## src/rtl/branch_resolve_unit_pkg.sv

```systemverilog
// Shared definitions for the branch resolve unit.
//   - DEFAULT_AW / DEFAULT_CW : default PC width and performance-counter width
//   - bru_state_e             : resolve FSM encoding (ST_IDLE = 0, ST_REDIRECT = 1)
package branch_resolve_unit_pkg;

  localparam int DEFAULT_AW = 32;
  localparam int DEFAULT_CW = 16;

  typedef enum logic {
    ST_IDLE     = 1'b0,
    ST_REDIRECT = 1'b1
  } bru_state_e;

endpackage

```

## src/rtl/branch_resolve_unit_sat_counter.sv

```systemverilog
// Saturating up-counter used for the branch performance counters.
//   clock : rising-edge clock
//   reset : synchronous active-high reset, clears the count
//   inc   : increment request for this cycle
//   count : current count; sticks at all-ones instead of wrapping
module sat_counter
  import branch_resolve_unit_pkg::*;
#(
  parameter int W = DEFAULT_CW
) (
  input  logic         clock,
  input  logic         reset,
  input  logic         inc,
  output logic [W-1:0] count
);

  logic [W-1:0] count_q;
  logic [W-1:0] count_d;

  always_comb begin
    count_d = count_q;
    if (inc && (count_q != {W{1'b1}})) begin
      count_d = count_q + W'(1);
    end
  end

  always_ff @(posedge clock) begin
    if (reset) begin
      count_q <= '0;
    end else begin
      count_q <= count_d;
    end
  end

  assign count = count_q;

endmodule

```

## src/rtl/branch_resolve_unit.sv

```systemverilog
// Branch resolve unit: carries the ID-stage prediction of a conditional branch
// into EX, compares it against the actual outcome, and on a mispredict flushes
// the wrong-path IF/ID and ID/EX slots and redirects fetch to the correct PC.
// Also emits a registered resolve event for predictor training and keeps
// saturating counters of resolved and mispredicted branches.
//
// Ports:
//   clock, reset          : rising-edge clock, synchronous active-high reset
//   BranchExists_ID       : a conditional branch is in ID this cycle
//   Prediction_ID         : predicted direction (1 = taken)
//   PCPlus4_ID            : fall-through address of the ID branch
//   BranchTarget_ID       : taken target of the ID branch
//   Stall                 : hazard stall; holds the ID/EX slot and defers resolution
//   BranchDecision_EX     : actual outcome of the EX branch (meaningful when slot valid)
//   Redirect_Valid / _PC  : registered 1-cycle redirect pulse and its target PC
//   Flush                 : registered 1-cycle squash of IF/ID and ID/EX
//   Resolve_Valid / _Taken: registered 1-cycle resolve event and actual direction
//   BranchCount           : saturating count of resolved branches
//   MispredictCount       : saturating count of mispredicted branches
//   dbg_state             : current FSM state (ST_IDLE / ST_REDIRECT)
//
// Handshake: there is no back-pressure. Resolve_Valid, Flush and Redirect_Valid
// are single-cycle pulses that consumers must accept in the cycle they are high;
// Redirect_PC and Resolve_Taken are only meaningful alongside their pulse.
module branch_resolve_unit
  import branch_resolve_unit_pkg::*;
#(
  parameter int AW = DEFAULT_AW,
  parameter int CW = DEFAULT_CW
) (
  input  logic          clock,
  input  logic          reset,
  input  logic          BranchExists_ID,
  input  logic          Prediction_ID,
  input  logic [AW-1:0] PCPlus4_ID,
  input  logic [AW-1:0] BranchTarget_ID,
  input  logic          Stall,
  input  logic          BranchDecision_EX,
  output logic          Redirect_Valid,
  output logic [AW-1:0] Redirect_PC,
  output logic          Flush,
  output logic          Resolve_Valid,
  output logic          Resolve_Taken,
  output logic [CW-1:0] BranchCount,
  output logic [CW-1:0] MispredictCount,
  output logic          dbg_state
);

  bru_state_e    state_q, state_d;

  // ID/EX slot
  logic          ex_valid_q, ex_valid_d;
  logic          ex_pred_q, ex_pred_d;
  logic [AW-1:0] ex_pc4_q, ex_pc4_d;
  logic [AW-1:0] ex_tgt_q, ex_tgt_d;

  // Output registers
  logic          redirect_valid_q, redirect_valid_d;
  logic [AW-1:0] redirect_pc_q, redirect_pc_d;
  logic          flush_q, flush_d;
  logic          resolve_valid_q, resolve_valid_d;
  logic          resolve_taken_q, resolve_taken_d;

  logic          resolve;
  logic          mispredict;

  // A branch resolves only once it is no longer held by a stall and the
  // pipeline is not in the middle of a redirect.
  assign resolve    = ex_valid_q & ~Stall & (state_q == ST_IDLE);
  assign mispredict = resolve & (BranchDecision_EX != ex_pred_q);

  always_comb begin
    state_d          = state_q;
    ex_valid_d       = ex_valid_q;
    ex_pred_d        = ex_pred_q;
    ex_pc4_d         = ex_pc4_q;
    ex_tgt_d         = ex_tgt_q;
    redirect_valid_d = 1'b0;
    redirect_pc_d    = redirect_pc_q;
    flush_d          = 1'b0;
    resolve_valid_d  = 1'b0;
    resolve_taken_d  = resolve_taken_q;

    // ID/EX slot: the branch sitting in ID during a redirect is wrong-path.
    if (state_q == ST_REDIRECT) begin
      ex_valid_d = 1'b0;
    end else if (!Stall) begin
      ex_valid_d = BranchExists_ID;
      ex_pred_d  = Prediction_ID;
      ex_pc4_d   = PCPlus4_ID;
      ex_tgt_d   = BranchTarget_ID;
    end

    if (resolve) begin
      resolve_valid_d = 1'b1;
      resolve_taken_d = BranchDecision_EX;
    end

    if (mispredict) begin
      flush_d          = 1'b1;
      redirect_valid_d = 1'b1;
      redirect_pc_d    = BranchDecision_EX ? ex_tgt_q : ex_pc4_q;
      // The ID branch captured on this edge is wrong-path; kill it.
      ex_valid_d       = 1'b0;
    end

    // The redirect state lasts exactly one cycle regardless of Stall.
    if (state_q == ST_IDLE) begin
      if (mispredict) begin
        state_d = ST_REDIRECT;
      end
    end else begin
      state_d = ST_IDLE;
    end
  end

  always_ff @(posedge clock) begin
    if (reset) begin
      state_q          <= ST_IDLE;
      ex_valid_q       <= 1'b0;
      ex_pred_q        <= 1'b0;
      ex_pc4_q         <= '0;
      ex_tgt_q         <= '0;
      redirect_valid_q <= 1'b0;
      redirect_pc_q    <= '0;
      flush_q          <= 1'b0;
      resolve_valid_q  <= 1'b0;
      resolve_taken_q  <= 1'b0;
    end else begin
      state_q          <= state_d;
      ex_valid_q       <= ex_valid_d;
      ex_pred_q        <= ex_pred_d;
      ex_pc4_q         <= ex_pc4_d;
      ex_tgt_q         <= ex_tgt_d;
      redirect_valid_q <= redirect_valid_d;
      redirect_pc_q    <= redirect_pc_d;
      flush_q          <= flush_d;
      resolve_valid_q  <= resolve_valid_d;
      resolve_taken_q  <= resolve_taken_d;
    end
  end

  sat_counter #(.W(CW)) u_branch_count (
    .clock (clock),
    .reset (reset),
    .inc   (resolve),
    .count (BranchCount)
  );

  sat_counter #(.W(CW)) u_mispredict_count (
    .clock (clock),
    .reset (reset),
    .inc   (mispredict),
    .count (MispredictCount)
  );

  assign Redirect_Valid = redirect_valid_q;
  assign Redirect_PC    = redirect_pc_q;
  assign Flush          = flush_q;
  assign Resolve_Valid  = resolve_valid_q;
  assign Resolve_Taken  = resolve_taken_q;
  assign dbg_state      = state_q;

endmodule

```

## config.mk

```make
export PLATFORM = sky130hd
export DESIGN_NAME = branch_resolve_unit
export DESIGN_NICKNAME = d
export VERILOG_FILES = /design/src/rtl/branch_resolve_unit_pkg.sv /design/src/rtl/branch_resolve_unit_sat_counter.sv /design/src/rtl/branch_resolve_unit.sv
export SDC_FILE = /design/constraint.sdc
export NUM_CORES = 1
export LEC_CHECK = 0
export CAP_MARGIN = 20
export CELL_PAD_IN_SITES_DETAIL_PLACEMENT = 1
export CELL_PAD_IN_SITES_GLOBAL_PLACEMENT = 1
export CORE_MARGIN = 2
export CORE_UTILIZATION = 40
export CTS_BUF_LIST = sky130_fd_sc_hd__clkbuf_8
export CTS_CLUSTER_SIZE = 28
export DETAILED_ROUTE_END_ITERATION = 8
export PLACE_DENSITY = 0.92
export SLEW_MARGIN = 20
export SYNTH_ARGS = -nofsm -noshare
export SYNTH_HDL_FRONTEND = slang
export SYNTH_SLANG_ARGS = --single-unit
```

## constraint.sdc

```tcl
create_clock -name clock -period 6.1 [get_ports clock]
set_input_delay 1.22 -clock clock [delete_from_list [all_inputs] [get_ports clock]]
set_output_delay 1.22 -clock clock [all_outputs]
set_load 0.05 [all_outputs]
```

* Word-level counts from Yosys, hierarchy flattened
Cells that the tools add are included.
Operators by class: muxes and demuxes 3, reduce and logical (&&, ||, !) cells 5, equal/unequal tests 3, bitwise gates (word level) 5, $add $sub $neg 2
Operator list (number):
- $add 16x1->16 const B | 2
- $mux 32 | 1
- $ne 16x16->1 const B | 2
- $and 1x1->1 | 3
- $reduce_or 3->1 | 1
- $logic_and 1x1->1 | 2
- $mux 1 | 2
- $not 1->1 | 2
- $reduce_and 2->1 | 1
- $reduce_or 2->1 | 1
- $ne 1x1->1 | 1
Storage, ports and cells: word-level logic and storage cells 29, register bits after elaboration 134, output and inout port bits 69, bits of input ports 70

* Depth between registers and ports, before layout
depth in word-level cells 5, mapped depth 7, depth with buffers taken out 5

* Hierarchy
A second synthesis with hierarchy kept.
Unflattened totals: cells, all modules 644, area total of the unflattened synthesis 5738.0 um2
Modules (own cells, without submodules):
- branch_resolve_unit | seq. area each 2042.0 um2, cells an instance 446, area an instance 4041.4 um2, times used 1
- sat_counter | seq. area each 320.3 um2, cells an instance 99, area an instance 848.3 um2, times used 2

* Least setup slack after synthesis
OpenSTA, ideal clock, no wires.
kind input port to flip-flop, from in Stall, to reg u_branch_count.count_q[14], in the netlist u_branch_count.count[14], stages on the path 5, setup slack 3.339 ns, data required time 6.030 ns, setup time 0.070 ns, buffers on the path 1, arrival 2.690 ns, cell sequence or3b_1 buf_2 or3_4 or4_1 a21oi_1
Between the ends: cells in the longest elaborated chain, start to end 4
Ends and longest elaborated chain:
- from (decl) | line branch_resolve_unit.sv:37 | input logic Stall,
- $not 1->1 (no source line)
- $and 1x1->1 (2 in series) | line branch_resolve_unit.sv:69 | assign resolve = ex_valid_q & ~Stall & (state_q == ST_IDLE);
- $logic_and 1x1->1 | line branch_resolve_unit_sat_counter.sv:22 | if (inc && (count_q != {W{1'b1}})) begin
- to (signal assigned) | line branch_resolve_unit_sat_counter.sv:31 | count_q <= count_d;
- to (decl) | line branch_resolve_unit_sat_counter.sv:17 | logic [W-1:0] count_q;
Every way passes these cells. A chain may end at the register's enable or synchronous reset.

* Final worst setup path
from in Stall, to reg u_mispredict_count.count_q[12], in the netlist u_mispredict_count.count[12]
Between the ends: cells in the longest elaborated chain, start to end 5
Ends and longest elaborated chain:
- $not 1->1 (no source line)
- $and 1x1->1 (2 in series) | line branch_resolve_unit.sv:69
- $and 1x1->1 | line branch_resolve_unit.sv:70 | assign mispredict = resolve & (BranchDecision_EX != ex_pred_q);
- $logic_and 1x1->1 | line branch_resolve_unit_sat_counter.sv:22
- to (signal assigned) | line branch_resolve_unit_sat_counter.sv:31
- to (decl) | line branch_resolve_unit_sat_counter.sv:17
Every way passes these cells.

==> flow_metrics.tcl <==
set metrics [dict create \
    dieWidth_um 120.0 \
    status "finished clean" \
    clk_pin_slew_ns 0.07 \
    cts_sinks 134 \
    power_leakage_nw 2.554 \
    dp_hpwl_mm 10.57 \
    floorplan.rows 42 \
    antenna_found_initial 0 \
    p_per_area_nw_per_um2 260.9 \
    place_area_um2 6833 \
    design.die.area_um2 14410 \
    core_area_um2 13190 \
    reg2reg_depth 5 \
    grt_pass1_wl_mm 25.18 \
    critPathBufInv 2 \
    critPathLaunchType "input pin" \
    slew_viol_final 0 \
    holdPathStages 2 \
    cp_slowest_cell "or4_1" \
    hold_violations 0 \
    critical_path_class "in2reg" \
    crit_path_max_incr_delay_ns 0.60 \
    critPathMaxFanout 12 \
    antenna_cells 0 \
    vias 5075 \
    port_buffers 138 \
    post_drt_via_cell_ratio 5.393 \
    worstHoldPathType "reg2reg" \
    synthFlopType "dfxtp_1" \
    wl_mm 15.63 \
    grt_pass1_vias 5251 \
    ant_nets 0 \
    numCtsBuffers 17 \
    ir_drop_v 0.0001238 \
    worst_pin_slew_ns 0.8220 \
    ys_ff_latch 134 \
    ios 139 \
    drive_gt1_frac 0.05882 \
    netlist_area_um2 5386 \
    gr-usage-all-layers 0.2184 \
    fin_area_um2 7266 \
    final_cell_mix "144 x nand2_1, 136 x clkdlybuf4s50_1, 134 x dfxtp_1" \
    drv_cap 0 \
    path_delay_family "simple AND/OR/NAND/NOR gates" \
    clockRootBuffer "clkbuf_8" \
    cts_resized 0 \
    worstPathArrival_ns 3.46 \
    cts_tree "done" \
    firstDrtPassIters 4 \
    grt_max_degree 115 \
    fin_crit_sh 0.5080 \
    dieHeight_um 120.0 \
    rsz0062_at_grt "no" \
    slew_headroom 0.4520 \
    yosysSeqAreaShare 0.4980 \
    synth_edf_count 0 \
    fmax_mhz 322.7 \
    p_total_w 0.001896 \
    crit_path_end_kind "flip-flop" \
    yosys_warnings 0 \
    initial_core_util 0.4084 \
    post_drt_wl_per_cell_um 16.61 \
    overflow 0 \
    ctsHoldBuffers 0 \
    path_depth 6 \
    htree_levels 4 \
    final_common_cell "nand2_1" \
    synth_cell_types 38 \
    async_reset_ff_frac 0 \
    setup_tns_ns 0 \
    syn_inst 638 \
    fin_nets 824 \
    period_needed_ns 3.099 \
    post-cts-setup-buffers 0 \
    routabilityCongestion 0.8193 \
    cp_data_required_time_ns 6.46 \
    drc_errors 0 \
    worstSkewPairLatency_ns 0.44 \
    drt_iter0_markers 321 \
    setup_viol 0 \
    cts_max_path_buffers 2 \
    critical_path.cell_chain "clkdlybuf4s50_1, nor3b_1, buf_4, nand3_1, or4_1, a21oi_1" \
    fin_skew_ns 0.006026 \
    synth.avg_cell_area_um2 8.443 \
    area_delta_synth_final_pct 34.89 \
    synth_fp_nets 710 \
]
## report_power, final
part	internal (W)	switching, W	leakage [nW]
Sequential	0.000908	0.0000197	1.09
Combinational	0.0000852	0.000108	1.24
Clock	0.000441	0.000333	0.224
Total	0.00143	0.000461	2.55
## kinds of logic (layout without fill, tap and decap cells)
family                   Yosys count  count (layout)  share of synthesized area
buffers and inverters             50             177                    0.03670
XOR/XNOR                           1               1                   0.001626
adder cells (fa/ha/maj)            2               2                   0.004645
AND/OR/NAND/NOR                  259             259                     0.2225
multiplexers                      36              36                    0.06736
flip-flops                       134             134                     0.4980
AO/OA/AOI/OAI                    156             156                     0.1691
## worst paths after layout
check | start | end | slack (ns)
setup reg to reg | dbg_state | u_mispredict_count.count[12] | 3.97
hold reg to reg | ex_tgt_q[8] | ex_tgt_q[8] | 0.46
hold / removal | ex_tgt_q[8] | ex_tgt_q[8] | 0.46
setup / recovery | Stall | u_mispredict_count.count[12] | 3.00
## tightest hold or removal path, delay by kind of cell, from the launching register on
family,cells,cell delay [ns]
flops,1,0.31
compound gates,1,0.05
simple gates,1,0.05
## cell type report
| cell class | instances | area [µm²] |
|---|---|---|
| well taps | 176 | 220.2 |
| inverters | 3 | 11.26 |
| clock buffers | 21 | 289.0 |
| fillers | 1532 | 5924 |
| flip-flops and latches | 134 | 2683 |
| clock inverters | 11 | 130.1 |
| repair buffers | 142 | 1408 |
| multi-input cells | 454 | 2525 |
## state kept, by name (all words and copies together), names as in the netlist
register / flops
Flush: 1
Redirect_PC: 32
Resolve_Taken: 1
Resolve_Valid: 1
dbg_state: 1
ex_pc4_q: 32
ex_pred_q: 1
ex_tgt_q: 32
ex_valid_q: 1
u_branch_count.count: 16
u_mispredict_count.count: 16
## synth_stat cells, drive strengths merged, types with 6 or more instances
| library cell | n | area share |
|---|---|---|
| clkbuf | 33 | 0.023 |
| a21oi | 95 | 0.088 |
| o21ai | 11 | 0.010 |
| nand3 | 9 | 0.0084 |
| and4 | 8 | 0.013 |
| nor4 | 6 | 0.0081 |
| buf | 14 | 0.012 |
| dfxtp | 134 | 0.50 |
| mux2i | 34 | 0.063 |
| nor2 | 42 | 0.029 |
| nand2 | 144 | 0.10 |
| o31ai | 14 | 0.020 |
| nand4 | 10 | 0.012 |
| or4 | 15 | 0.021 |
| a211oi | 32 | 0.045 |
| or3 | 8 | 0.010 |
## metal layers
metal,part of all wire,routed length [µm],vias up,global-route usage
li1,-,-,2482,-
met1,0.42,6608,2438,0.2530
met2,0.51,8037,133,0.3913
met3,0.045,705,22,0.04800
met4,0.018,275,0,0.08235
met5,0,0,-,0
## stage by stage
step                utilization  hold slack [ns]  instances  setup WS (ns)
global placement         0.5180           0.4425        909          2.540
finish                   0.5508           0.4563        941          3.001
floorplan                     -           0.4357        638          3.339
detailed placement       0.5180           0.4494        909          2.300
CTS                      0.5498           0.4601        941          2.751
global route             0.5508           0.4695        941          2.838
No activity file was read; power rests on OpenSTA's default activity.
